<file path="config.mk">
export PLATFORM = sky130hd
export DESIGN_NAME = instruction_fetch
export DESIGN_NICKNAME = d
export VERILOG_FILES = /design/src/rtl/instruction_fetch_pkg.sv /design/src/rtl/instruction_fetch_out_reg.sv /design/src/rtl/instruction_fetch.sv
export SDC_FILE = /design/constraint.sdc
export NUM_CORES = 1
export LEC_CHECK = 0
export CORE_AREA = 2 2 104 131
export DETAILED_ROUTE_END_ITERATION = 8
export DIE_AREA = 0 0 106 133
export PLACE_DENSITY = 0.87
export SYNTH_ARGS = -nofsm -noshare
export SYNTH_HDL_FRONTEND = slang
export SYNTH_SLANG_ARGS = --single-unit
</file>
<file path="constraint.sdc">
create_clock -name clk -period 2.49 [get_ports clk]
set_input_delay 0.6225 -clock clk [delete_from_list [all_inputs] [get_ports clk]]
set_output_delay 0.6225 -clock clk [all_outputs]
set_load 0.01 [all_outputs]
</file>
<file path="src/rtl/instruction_fetch_pkg.sv">
// Shared definitions for the instruction fetch stage: datapath width,
// instruction size and the fetch FSM state encoding.
package instruction_fetch_pkg;

  localparam int unsigned XLEN        = 32;
  localparam int unsigned INSTR_BYTES = 4;

  typedef enum logic [1:0] {
    FETCH = 2'd0,
    WAIT  = 2'd1,
    DRAIN = 2'd2
  } fetch_state_e;

endpackage

</file>
<file path="src/rtl/instruction_fetch_out_reg.sv">
// Fetch-to-decode output register: holds one instruction and its address
// until decode accepts it; a redirect flushes it.
module fetch_out_reg
  import instruction_fetch_pkg::*;
(
  input  logic            clk,
  input  logic            rst_n,
  input  logic            flush,
  input  logic            load,
  input  logic            ready,
  input  logic [XLEN-1:0] load_instr,
  input  logic [XLEN-1:0] load_pc,
  output logic            valid,
  output logic [XLEN-1:0] instr,
  output logic [XLEN-1:0] pc
);

  // Flush beats load, and load beats consume so a same-cycle refill keeps valid high.
  always_ff @(posedge clk) begin
    if (!rst_n) begin
      valid <= 1'b0;
      instr <= '0;
      pc    <= '0;
    end else if (flush) begin
      valid <= 1'b0;
    end else if (load) begin
      valid <= 1'b1;
      instr <= load_instr;
      pc    <= load_pc;
    end else if (valid && ready) begin
      valid <= 1'b0;
    end
  end

endmodule

</file>
<file path="src/rtl/instruction_fetch.sv">
// Single-outstanding-request instruction fetch stage with redirect/flush
// and response draining after a redirect.
module instruction_fetch
  import instruction_fetch_pkg::*;
#(
  parameter logic [XLEN-1:0] RESET_PC = 32'h0000_0000
) (
  input  logic            clk,
  input  logic            rst_n,
  output logic            imem_req_valid,
  input  logic            imem_req_ready,
  output logic [XLEN-1:0] imem_req_addr,
  input  logic            imem_rsp_valid,
  input  logic [XLEN-1:0] imem_rsp_data,
  input  logic            redirect_valid,
  input  logic [XLEN-1:0] redirect_pc,
  output logic            id_valid,
  input  logic            id_ready,
  output logic [XLEN-1:0] id_instruction,
  output logic [XLEN-1:0] id_pc,
  output logic [XLEN-1:0] id_pc_plus4
);

  fetch_state_e    state_q, state_d;
  logic [XLEN-1:0] pc_q, pc_d;
  logic [XLEN-1:0] addr_q, addr_d;
  logic            req_valid;
  logic            rsp_load;

  always_ff @(posedge clk) begin
    if (!rst_n) begin
      state_q <= FETCH;
      pc_q    <= RESET_PC;
      addr_q  <= '0;
    end else begin
      state_q <= state_d;
      pc_q    <= pc_d;
      addr_q  <= addr_d;
    end
  end

  always_comb begin
    state_d   = state_q;
    pc_d      = pc_q;
    addr_d    = addr_q;
    req_valid = 1'b0;
    rsp_load  = 1'b0;
    case (state_q)
      FETCH: begin
        // Only request when the output register will be free to take the response.
        req_valid = (!id_valid || id_ready) && !redirect_valid;
        if (req_valid && imem_req_ready) begin
          addr_d  = pc_q;
          pc_d    = pc_q + XLEN'(INSTR_BYTES);
          state_d = WAIT;
        end
      end
      WAIT: begin
        if (redirect_valid) begin
          state_d = imem_rsp_valid ? FETCH : DRAIN;
        end else if (imem_rsp_valid) begin
          rsp_load = 1'b1;
          state_d  = FETCH;
        end
      end
      DRAIN: begin
        if (imem_rsp_valid) state_d = FETCH;
      end
      default: state_d = FETCH;
    endcase
    if (redirect_valid) pc_d = redirect_pc & ~XLEN'(INSTR_BYTES - 1);
  end

  assign imem_req_valid = req_valid && rst_n;
  assign imem_req_addr  = pc_q;

  fetch_out_reg u_out_reg (
    .clk        (clk),
    .rst_n      (rst_n),
    .flush      (redirect_valid),
    .load       (rsp_load),
    .ready      (id_ready),
    .load_instr (imem_rsp_data),
    .load_pc    (addr_q),
    .valid      (id_valid),
    .instr      (id_instruction),
    .pc         (id_pc)
  );

  assign id_pc_plus4 = id_pc + XLEN'(INSTR_BYTES);

endmodule

</file>
==> results_dict.tcl, run 1 <==
set metrics [dict create \
    initial_core_utilization_pct 43.7 \
    power_report.internal_total_uw 3980 \
    synth-seq-area-share_pct 44.1 \
    cts_tree "built" \
    clkPwrFrac_pct 49.6 \
    overflow 0 \
    drive_above_1_share_pct 17.1 \
    finish.cell_count_without_fillers 1113 \
    number_of_global_route_vias_before_repair 5224 \
    grt_pass1_wl_um 26100 \
    n_fill_cell 1038 \
    ctsLongestPathBuffers 2 \
    floorplan.rows 47 \
    worst_setup_path_end_kind "output pin" \
    timing.critical_path.from_type "register" \
    cts_max_level 4 \
    fmaxAchievable_ghz 0.402 \
    die_width_um 106 \
    viasPerCell 4.99 \
    layout_setup_ws_ns 0.000822 \
    dp.final_hpwl_um 11400 \
    largest_net_degree_at_the_start_of_global_routing 124 \
    final_max_slew_viol_count 0 \
    slew_at_the_pin_closest_to_its_max_slew_limit_ns 0.976 \
    syn-cell-area_um2 5680 \
    wire_length_per_cell_um 14.8 \
    synth_edf_count 0 \
    preCtsSetupSlack_ns -0.139 \
    placedCellCount 1073 \
    syn_avg_cell_area_um2 8.08 \
    gp_routability_congestion 0.863 \
    placement.cell_area_um2 8040 \
    synthesis.instances 703 \
    buffers_added_on_ports 191 \
    initialDrtViolationCount 258 \
    path_clk_slew_ns 0.05 \
    critPathRequiredTime_ns 1.87 \
    swShare_pct 22.0 \
    combinational_share_of_power_pct 8.7 \
    via_count 5549 \
    num_io_pins 200 \
    numCtsBuffers 17 \
    proportion_of_synthesized_flip_flops_having_asynchronous_set_or_reset_pct 0 \
    power_switching_uw 1120 \
    synth_register_bits 125 \
    final_min_period_over_clock_period_pct 100 \
    antenna_found_initial 1 \
    cap_viol_max_count 0 \
    setup_viol 0 \
    clock_sink_count 125 \
    crit_fanout 3 \
    worst-setup-path-type "register to output pin" \
    total_leakage_power_uw 0.00320 \
    p_per_area_nw_per_um2 582 \
    layout-area-overhead-vs-synth_pct 54.3 \
    die-area_um2 14100 \
    dieHeight_um 133 \
    worstHoldPathType "register to register" \
    rsz0062_at_grt "true" \
    ys.warnings.count 0 \
    power.ir.vdd_worst_mv 0.557 \
    fp.coreArea_um2 13000 \
    finalSetupTns_ns 0 \
    groute.usage.overall_pct 23.2 \
    regArea_um2 2520 \
    power_frac_seq_pct 41.7 \
    ys.flop_type "sky130_fd_sc_hd__dfxtp_1" \
    result_of_the_run "finished clean" \
    drcViolationCount 0 \
    nets 1000 \
    cp_data_arrival_time_ns 1.87 \
    final_hold_viol_count 0 \
    yosys.cell_types.count 37 \
    detail_route.wirelength_um 16500 \
    multi_input_comb_area_um2 3110 \
    timing.max_slew.rel_slack_pct 35.0 \
    finClkSkew_ns 0.0106 \
    clockRootBuffer "sky130_fd_sc_hd__clkbuf_16" \
    clock_latency_ns 0.41 \
    finalWorstPathRequiredPeriod_ns 2.49 \
    cts_hold_buf 0 \
    drt.antenna.violating_nets 0 \
    dr.pass1.iters 5 \
    finalInstanceArea_um2 8760 \
]
-- routing by layer --
layer,track usage [%],wire length (um)
met1,27.6,6790
met2,39.7,8440
met3,4.48,733
met4,11.5,565
met5,0,0
-- cell type report --
type | instances | share of cell area (%)
Antenna cell | 1 | 0.0286
Clock buffer | 20 | 4.98
Clock inverter | 12 | 1.94
Inverter | 6 | 0.257
Multi-Input combinational cell | 525 | 35.5
Sequential cell | 125 | 28.8
Tap cell | 171 | 2.44
Timing Repair Buffer | 253 | 26.1
-- worst paths after layout --
kind	from	endpoint	slack, ns	depth (start not counted)
worst max register to register	imem_req_addr[4]$_SDFFE_PN0P_	imem_req_addr[26]$_SDFFE_PN0P_	0.50	5
worst min-delay path	u_out_reg.instr[9]$_SDFFE_PN0P_	u_out_reg.instr[9]$_SDFFE_PN0P_	0.46	2
worst min register to register	u_out_reg.instr[9]$_SDFFE_PN0P_	u_out_reg.instr[9]$_SDFFE_PN0P_	0.46	2
worst max-delay path	u_out_reg.pc[20]$_SDFFE_PN0P_	id_pc_plus4[29]	0.0008	7
-- what timing repair did --
item                                    4_1_cts  5_1_grt
resized for setup                            93       48
pin swaps                                     5       23
cloned                                        0        0
setup buffers                                 2        5
endpoints found under the setup margin       27       23
-- power by group through the flow --
stage          Clock [uW]  Combinational [uW]  Sequential (uW)
2_1_floorplan           0                 181             2170
3_3_place_gp            0                 433             2170
3_5_place_dp            0                 440             2170
4_1_cts              2570                 443             2130
5_1_grt              2660                 482             2140
6_report             2530                 442             2130
-- through the flow --
stage                     hold WS (ns)  util, %  total power, uW
final                            0.462     67.4             5100
after global routing             0.485     67.4             5280
after CTS                        0.466     66.3             5150
after detailed placement         0.459     61.9             2610
after global placement           0.452     61.9             2600
after floorplan                  0.441        -             2350
-- logic make-up after synthesis --
family,synth area share (%)
adders and majority gates,0.440
xor gates and xnor gates,8.63
and+or+nand+nor,24.5
DFF,44.1
other,0.0660
buffers and inverters,4.27
AOI/OAI and AO/OA,17.6
muxes,0.374
-- critical path, cell delays in order, from the launching register on --
cell	delay [ns]
sky130_fd_sc_hd__dfxtp_2	0.33
sky130_fd_sc_hd__and4_4	0.25
sky130_fd_sc_hd__and3_4	0.18
sky130_fd_sc_hd__and3_4	0.19
sky130_fd_sc_hd__buf_6	0.11
sky130_fd_sc_hd__nand3_4	0.08
sky130_fd_sc_hd__xnor2_2	0.16
sky130_fd_sc_hd__buf_2	0.15
-- registers in the layout, summed over array words and instances (netlist names) --
register and flops:
u_out_reg.instr 32, state_q 2, u_out_reg.valid 1, imem_req_addr 30, addr_q 30, u_out_reg.pc 30
-- cells in the mapped netlist (5+ instances only) --
| master | instances | share of area [%] |
|---|---|---|
| sky130_fd_sc_hd__o21ai_0 | 28 | 2.5 |
| sky130_fd_sc_hd__nand4_1 | 12 | 1.3 |
| sky130_fd_sc_hd__and2_1 | 8 | 0.88 |
| sky130_fd_sc_hd__a21boi_0 | 92 | 12 |
| sky130_fd_sc_hd__buf_4 | 6 | 0.79 |
| sky130_fd_sc_hd__nor2_1 | 13 | 0.86 |
| sky130_fd_sc_hd__and4_1 | 6 | 0.93 |
| sky130_fd_sc_hd__and3_1 | 6 | 0.66 |
| sky130_fd_sc_hd__nor4_1 | 11 | 1.2 |
| sky130_fd_sc_hd__clkbuf_1 | 44 | 2.9 |
| sky130_fd_sc_hd__dfxtp_1 | 125 | 44 |
| sky130_fd_sc_hd__xor2_1 | 11 | 1.7 |
| sky130_fd_sc_hd__nand3_1 | 24 | 2.1 |
| sky130_fd_sc_hd__xnor2_1 | 45 | 6.9 |
| sky130_fd_sc_hd__a21oi_1 | 28 | 2.5 |
| sky130_fd_sc_hd__inv_1 | 6 | 0.40 |
| sky130_fd_sc_hd__nor3_1 | 5 | 0.44 |
| sky130_fd_sc_hd__nand2_1 | 206 | 14 |
-- cells in the final DEF (no fill, tap or decap), types with 4 or more instances in the layout --
cell,n
sky130_fd_sc_hd__o21ai_0,28
sky130_fd_sc_hd__dfxtp_2,9
sky130_fd_sc_hd__nand2_1,204
sky130_fd_sc_hd__a21oi_1,28
sky130_fd_sc_hd__nor4_1,11
sky130_fd_sc_hd__conb_1,6
sky130_fd_sc_hd__clkinv_2,5
sky130_fd_sc_hd__clkdlybuf4s50_1,162
sky130_fd_sc_hd__buf_2,19
sky130_fd_sc_hd__nor3_1,5
sky130_fd_sc_hd__buf_4,56
sky130_fd_sc_hd__clkbuf_2,5
sky130_fd_sc_hd__dfxtp_1,114
sky130_fd_sc_hd__bufinv_16,4
sky130_fd_sc_hd__nand3_2,5
sky130_fd_sc_hd__a21boi_0,92
sky130_fd_sc_hd__xor2_1,11
sky130_fd_sc_hd__nand3_1,16
sky130_fd_sc_hd__and2_1,5
sky130_fd_sc_hd__nor2_1,7
sky130_fd_sc_hd__nand4_1,12
sky130_fd_sc_hd__buf_6,5
sky130_fd_sc_hd__xnor2_1,42
sky130_fd_sc_hd__nor2_2,5
sky130_fd_sc_hd__clkbuf_16,17
sky130_fd_sc_hd__inv_1,6
sky130_fd_sc_hd__and4_1,5
No activity file was read; power rests on OpenSTA's default activity.
==> inputs of run 2 (changes only) <==
Settings changed: CORE_AREA 2 2 104 131 to 2 2 116 118, DIE_AREA 0 0 106 133 to 0 0 118 120.
==> results_dict.tcl, run 2 (synthesis gave the netlist of run 1 again) <==
set metrics [dict create \
    detail_route.wirelength_um 16400 \
    die_width_um 118 \
    p_per_area_nw_per_um2 582 \
    largest_register_ffs 32 \
    worst-setup-path-type "register to output pin" \
    fin_hold_ws_ns 0.462 \
    final_max_slew_viol_count 0 \
    mostFrequentLayoutCells "sky130_fd_sc_hd__nand2_1 (204), sky130_fd_sc_hd__clkdlybuf4s50_1 (163), sky130_fd_sc_hd__dfxtp_1 (123)" \
    clockRootBuffer "sky130_fd_sc_hd__clkbuf_16" \
    initialDrtViolationCount 434 \
    fp.coreArea_um2 13000 \
    cts_tree "built" \
    worstHoldPathType "register to register" \
    power.ir.vdd_worst_mv 0.430 \
    ctsLongestPathBuffers 2 \
    groute.usage.overall_pct 22.8 \
    via_count 5553 \
    drive_above_1_share_pct 15.3 \
    total_leakage_power_uw 0.00320 \
    drcViolationCount 0 \
    floorplan.rows 42 \
    largest_register_by_flop_count "u_out_reg.instr" \
    cts_hold_buf 0 \
    rsz0062_at_grt "true" \
    path_clk_slew_ns 0.05 \
    dr.pass1.iters 7 \
    setup_viol 4 \
    cp_data_arrival_time_ns 1.97 \
    final_min_period_over_clock_period_pct 104 \
    antenna_found_initial 1 \
    layout.cells.most_common "sky130_fd_sc_hd__nand2_1" \
    num_io_pins 200 \
    finalInstanceArea_um2 8720 \
    wire_length_per_cell_um 14.7 \
    buffers_added_on_ports 191 \
    final_hold_viol_count 0 \
    drt.antenna.violating_nets 0 \
    cts_max_level 4 \
    slew_at_the_pin_closest_to_its_max_slew_limit_ns 0.952 \
    layout_setup_ws_ns -0.0998 \
    largest_net_degree_at_the_start_of_global_routing 124 \
    clock_sink_count 125 \
    nets 999 \
    number_of_global_route_vias_before_repair 5278 \
    grt_pass1_wl_um 26100 \
    finClkSkew_ns 0.0134 \
    viasPerCell 4.97 \
    die-area_um2 14200 \
    worst_setup_path_end_kind "output pin" \
    dp.final_hpwl_um 11400 \
    clock_latency_ns 0.41 \
    violated_checks "setup timing" \
    regArea_um2 2510 \
    layout-area-overhead-vs-synth_pct 53.6 \
    multi_input_comb_area_um2 3060 \
    timing.critical_path.from_type "register" \
    finalSetupTns_ns -0.223 \
    initial_core_utilization_pct 43.8 \
    postLayoutCoreUtil_pct 67.2 \
    crit_fanout 6 \
    placement.cell_area_um2 8030 \
    n_fill_cell 1036 \
    gp_routability_congestion 0.854 \
    dieHeight_um 120 \
    finalWorstPathRequiredPeriod_ns 2.59 \
    critPathRequiredTime_ns 1.87 \
    timing.max_slew.rel_slack_pct 36.5 \
    cap_viol_max_count 0 \
    fmaxAchievable_ghz 0.386 \
    result_of_the_run "finished with violations" \
    numCtsBuffers 17 \
    overflow 0 \
]
run 2: path summary, 6_finish.rpt:
path	from	endpoint	slack, ns	cells after the start
worst max-delay path	u_out_reg.pc[3]$_SDFFE_PN0P_	id_pc_plus4[20]	-0.1	9
worst min-delay path	u_out_reg.instr[16]$_SDFFE_PN0P_	u_out_reg.instr[16]$_SDFFE_PN0P_	0.46	2
worst max register to register	imem_req_addr[4]$_SDFFE_PN0P_	imem_req_addr[29]$_SDFFE_PN0P_	0.48	5
worst min register to register	u_out_reg.instr[16]$_SDFFE_PN0P_	u_out_reg.instr[16]$_SDFFE_PN0P_	0.46	2
run 2: repair_timing:
item,in CTS,in global routing
resized for setup,81,34
setup buffers,6,5
setup endpoints to repair,27,25
pin swaps,7,14
run 2: final cells by class:
type	count	share of cell area, %
clock buffer	21	5.39
sequential	125	28.7
antenna	1	0.0287
inverter	6	0.258
multi-input combinational	525	35.1
timing repair buffer	252	26.4
tap	176	2.52
clock inverter	11	1.61
run 2: metal layers:
metal	part of all wire, %	track usage, %	vias up	wire length (um)
li1	-	-	2802	-
met1	43	28.5	2508	7080
met2	49	37.9	207	7950
met3	5.3	4.33	36	876
met4	2.9	11.0	0	467
met5	0	0	-	0
run 2: report_power, final:
group	internal, uW	switching [uW]	total [uW]
Combinational	255	189	444
Sequential	2060	71.6	2130
Clock	1650	859	2510
Total	3960	1120	5080
run 2: worst max-delay path, stage by stage (launching register included):
cell and delay (ns):
sky130_fd_sc_hd__dfxtp_4 0.36, sky130_fd_sc_hd__ha_4 0.14, sky130_fd_sc_hd__nand3_2 0.11, sky130_fd_sc_hd__nor2_4 0.12, sky130_fd_sc_hd__buf_4 0.12, sky130_fd_sc_hd__and2_4 0.19
sky130_fd_sc_hd__buf_4 0.12, sky130_fd_sc_hd__buf_4 0.09, sky130_fd_sc_hd__xor2_1 0.16, sky130_fd_sc_hd__buf_2 0.15
run 2: metrics by stage:
stage	power, uW	worst slack, ns	instances
global placement	2610	-0.0932	1074
CTS	5110	-0.157	1112
detailed placement	2610	-0.178	1074
global route	5260	-0.193	1117
floorplan	2350	0.224	708
finish	5080	-0.0998	1117
==> inputs of run 3 (changes only) <==
Settings changed: SKIP_CTS_REPAIR_TIMING set to 1.
==> results_dict.tcl, run 3 (synthesis gave the netlist of run 1 again) <==
set metrics [dict create \
    n_fill_cell 1034 \
    dieHeight_um 120 \
    numCtsBuffers 17 \
    finalSetupTns_ns -0.197 \
    clock_sink_count 125 \
    highest_cell_delay_on_the_worst_timing_path_ns 0.35 \
    gp_routability_congestion 0.854 \
    overflow 0 \
    cts_max_level 4 \
    violated_checks "setup timing" \
    detail_route.wirelength_um 16200 \
    clock_latency_ns 0.41 \
    mostFrequentLayoutCells "sky130_fd_sc_hd__nand2_1 (205), sky130_fd_sc_hd__clkdlybuf4s50_1 (164), sky130_fd_sc_hd__dfxtp_1 (122)" \
    initialDrtViolationCount 378 \
    finalWorstPathRequiredPeriod_ns 2.56 \
    critical_path.n_buffers_inverters 2 \
    initial_core_utilization_pct 43.8 \
    worst_flop_to_flop_path_startpoint "imem_req_addr[4]$_SDFFE_PN0P_" \
    slew_at_the_pin_closest_to_its_max_slew_limit_ns 0.949 \
    largest_register_ffs 32 \
    count_of_cell_instances_traversed_by_the_critical_path 8 \
    finClkSkew_ns 0.0113 \
    die-area_um2 14200 \
    p_per_area_nw_per_um2 583 \
    die_width_um 118 \
    layout-area-overhead-vs-synth_pct 53.6 \
    worst-setup-path-type "register to output pin" \
    slowest_stage "sky130_fd_sc_hd__dfxtp_2" \
    finalInstanceArea_um2 8720 \
    placement.cell_area_um2 8030 \
    final_hold_viol_count 0 \
    crit_start "u_out_reg.pc[3]$_SDFFE_PN0P_" \
    placedCellCount 1074 \
    grt_pass1_wl_um 25900 \
    dp.final_hpwl_um 11400 \
    cp_data_arrival_time_ns 1.94 \
    timing.critical_path.from_type "register" \
    number_of_global_route_vias_before_repair 5269 \
    worst_setup_path_end_kind "output pin" \
    final_min_period_over_clock_period_pct 103 \
    total_leakage_power_uw 0.00327 \
    critPathRequiredTime_ns 1.87 \
    endpoint "id_pc_plus4[22]" \
    path_clk_slew_ns 0.05 \
    nets 993 \
    drt.antenna.violating_nets 0 \
    preCtsSetupSlack_ns -0.178 \
    dr.pass1.iters 5 \
    fp.coreArea_um2 13000 \
    ctsLongestPathBuffers 2 \
    reg2reg_slack_ns 0.48 \
    worstHoldPathType "register to register" \
    viasPerCell 4.99 \
    wire_length_per_cell_um 14.6 \
    crit_chain "ha_2 > nand3_2 > nor2_4 > buf_4 > and2_4 > nand3_1 > xnor2_1 > buf_2" \
    largest_register_by_flop_count "u_out_reg.instr" \
    result_of_the_run "finished with violations" \
    groute.usage.overall_pct 22.7 \
    layout_setup_ws_ns -0.0690 \
    finish.cell_count_without_fillers 1111 \
    worst_path_dominant_cell_family "simple AND/OR/NAND/NOR gates" \
    cap_viol_max_count 0 \
    clockRootBuffer "sky130_fd_sc_hd__clkbuf_16" \
    crit_fanout 6 \
    fmaxAchievable_ghz 0.391 \
    reg2regPathDepth 5 \
    num_io_pins 200 \
    drcViolationCount 0 \
    drive_above_1_share_pct 14.5 \
    largest_net_degree_at_the_start_of_global_routing 124 \
    setup_viol 5 \
    rsz0062_at_grt "true" \
    antenna_found_initial 1 \
    layout.cells.most_common "sky130_fd_sc_hd__nand2_1" \
    buffers_added_on_ports 191 \
    timing.max_slew.rel_slack_pct 36.7 \
    via_count 5544 \
    cts_tree "built" \
    floorplan.rows 42 \
    final_max_slew_viol_count 0 \
    critical_path.reg2reg.endpoint "imem_req_addr[29]$_SDFFE_PN0P_" \
    power.ir.vdd_worst_mv 0.428 \
]
-- run 3: changes by cell type in the layout (fill, tap and decap cells not counted), moves of 2 or more --
cell	delta
sky130_fd_sc_hd__dfxtp_2	+2
sky130_fd_sc_hd__dlygate4sd2_1	-3
sky130_fd_sc_hd__clkbuf_2	-2
sky130_fd_sc_hd__buf_4	-6
sky130_fd_sc_hd__buf_2	-3
sky130_fd_sc_hd__dlymetal6s2s_1	+7
-- run 3: cell type report --
class                      count  area, um^2  share of cell area, %
clock buffer                  21         470                   5.39
tap                          176         220                   2.52
sequential                   125        2510                   28.7
timing repair buffer         246        2300                   26.4
antenna                        1        2.50                 0.0287
inverter                       6        22.5                  0.258
multi-input combinational    525        3060                   35.1
clock inverter                11         140                   1.61
-- run 3: metrics by stage --
stage / utilization, % / total power [uW] / hold slack (ns)
after global placement: 61.9 / 2610 / 0.450
after CTS: 66.6 / 5110 / 0.467
after floorplan: - / 2350 / 0.441
final: 67.2 / 5080 / 0.462
after global routing: 67.2 / 5260 / 0.483
after detailed placement: 61.9 / 2610 / 0.459
-- run 3: power breakdown --
| group | switching (uW) | internal [uW] | leakage [uW] | total [uW] |
|---|---|---|---|---|
| Clock | 860 | 1650 | 0.000303 | 2510 |
| Sequential | 71.3 | 2060 | 0.00102 | 2130 |
| Combinational | 189 | 255 | 0.00195 | 444 |
| Total | 1120 | 3960 | 0.00327 | 5080 |
-- run 3: layer usage --
| metal | global-route usage, % | share of wire [%] |
|---|---|---|
| met2 | 37.6 | 49 |
| met5 | 0 | 0 |
| met1 | 28.6 | 43 |
| met4 | 11.2 | 3.0 |
| met3 | 4.04 | 5.2 |
-- run 3: worst min path at each step --
| stage | from | end | slack (ns) | depth (start not counted) |
|---|---|---|---|---|
| after CTS | u_out_reg.instr[7]$_SDFFE_PN0P_ | u_out_reg.instr[7]$_SDFFE_PN0P_ | 0.47 | 2 |
| after global routing | u_out_reg.instr[30]$_SDFFE_PN0P_ | u_out_reg.instr[30]$_SDFFE_PN0P_ | 0.48 | 2 |
| after detailed placement | u_out_reg.instr[6]$_SDFFE_PN0P_ | u_out_reg.instr[6]$_SDFFE_PN0P_ | 0.46 | 2 |
| after global placement | addr_q[26]$_SDFFE_PN0P_ | u_out_reg.pc[26]$_SDFFE_PN0P_ | 0.45 | 2 |
| after floorplan | addr_q[28]$_SDFFE_PN0P_ | u_out_reg.pc[28]$_SDFFE_PN0P_ | 0.44 | 2 |
| final | u_out_reg.instr[16]$_SDFFE_PN0P_ | u_out_reg.instr[16]$_SDFFE_PN0P_ | 0.46 | 2 |
-- run 3: worst reg2reg max path, delay by kind of cell, from the launching register on --
| kind | cells | cell delay, ns |
|---|---|---|
| and+or+nand+nor | 3 | 1.17 |
| DFF | 1 | 0.46 |
| xor gates and xnor gates | 1 | 0.19 |
| AOI/OAI and AO/OA | 1 | 0.07 |
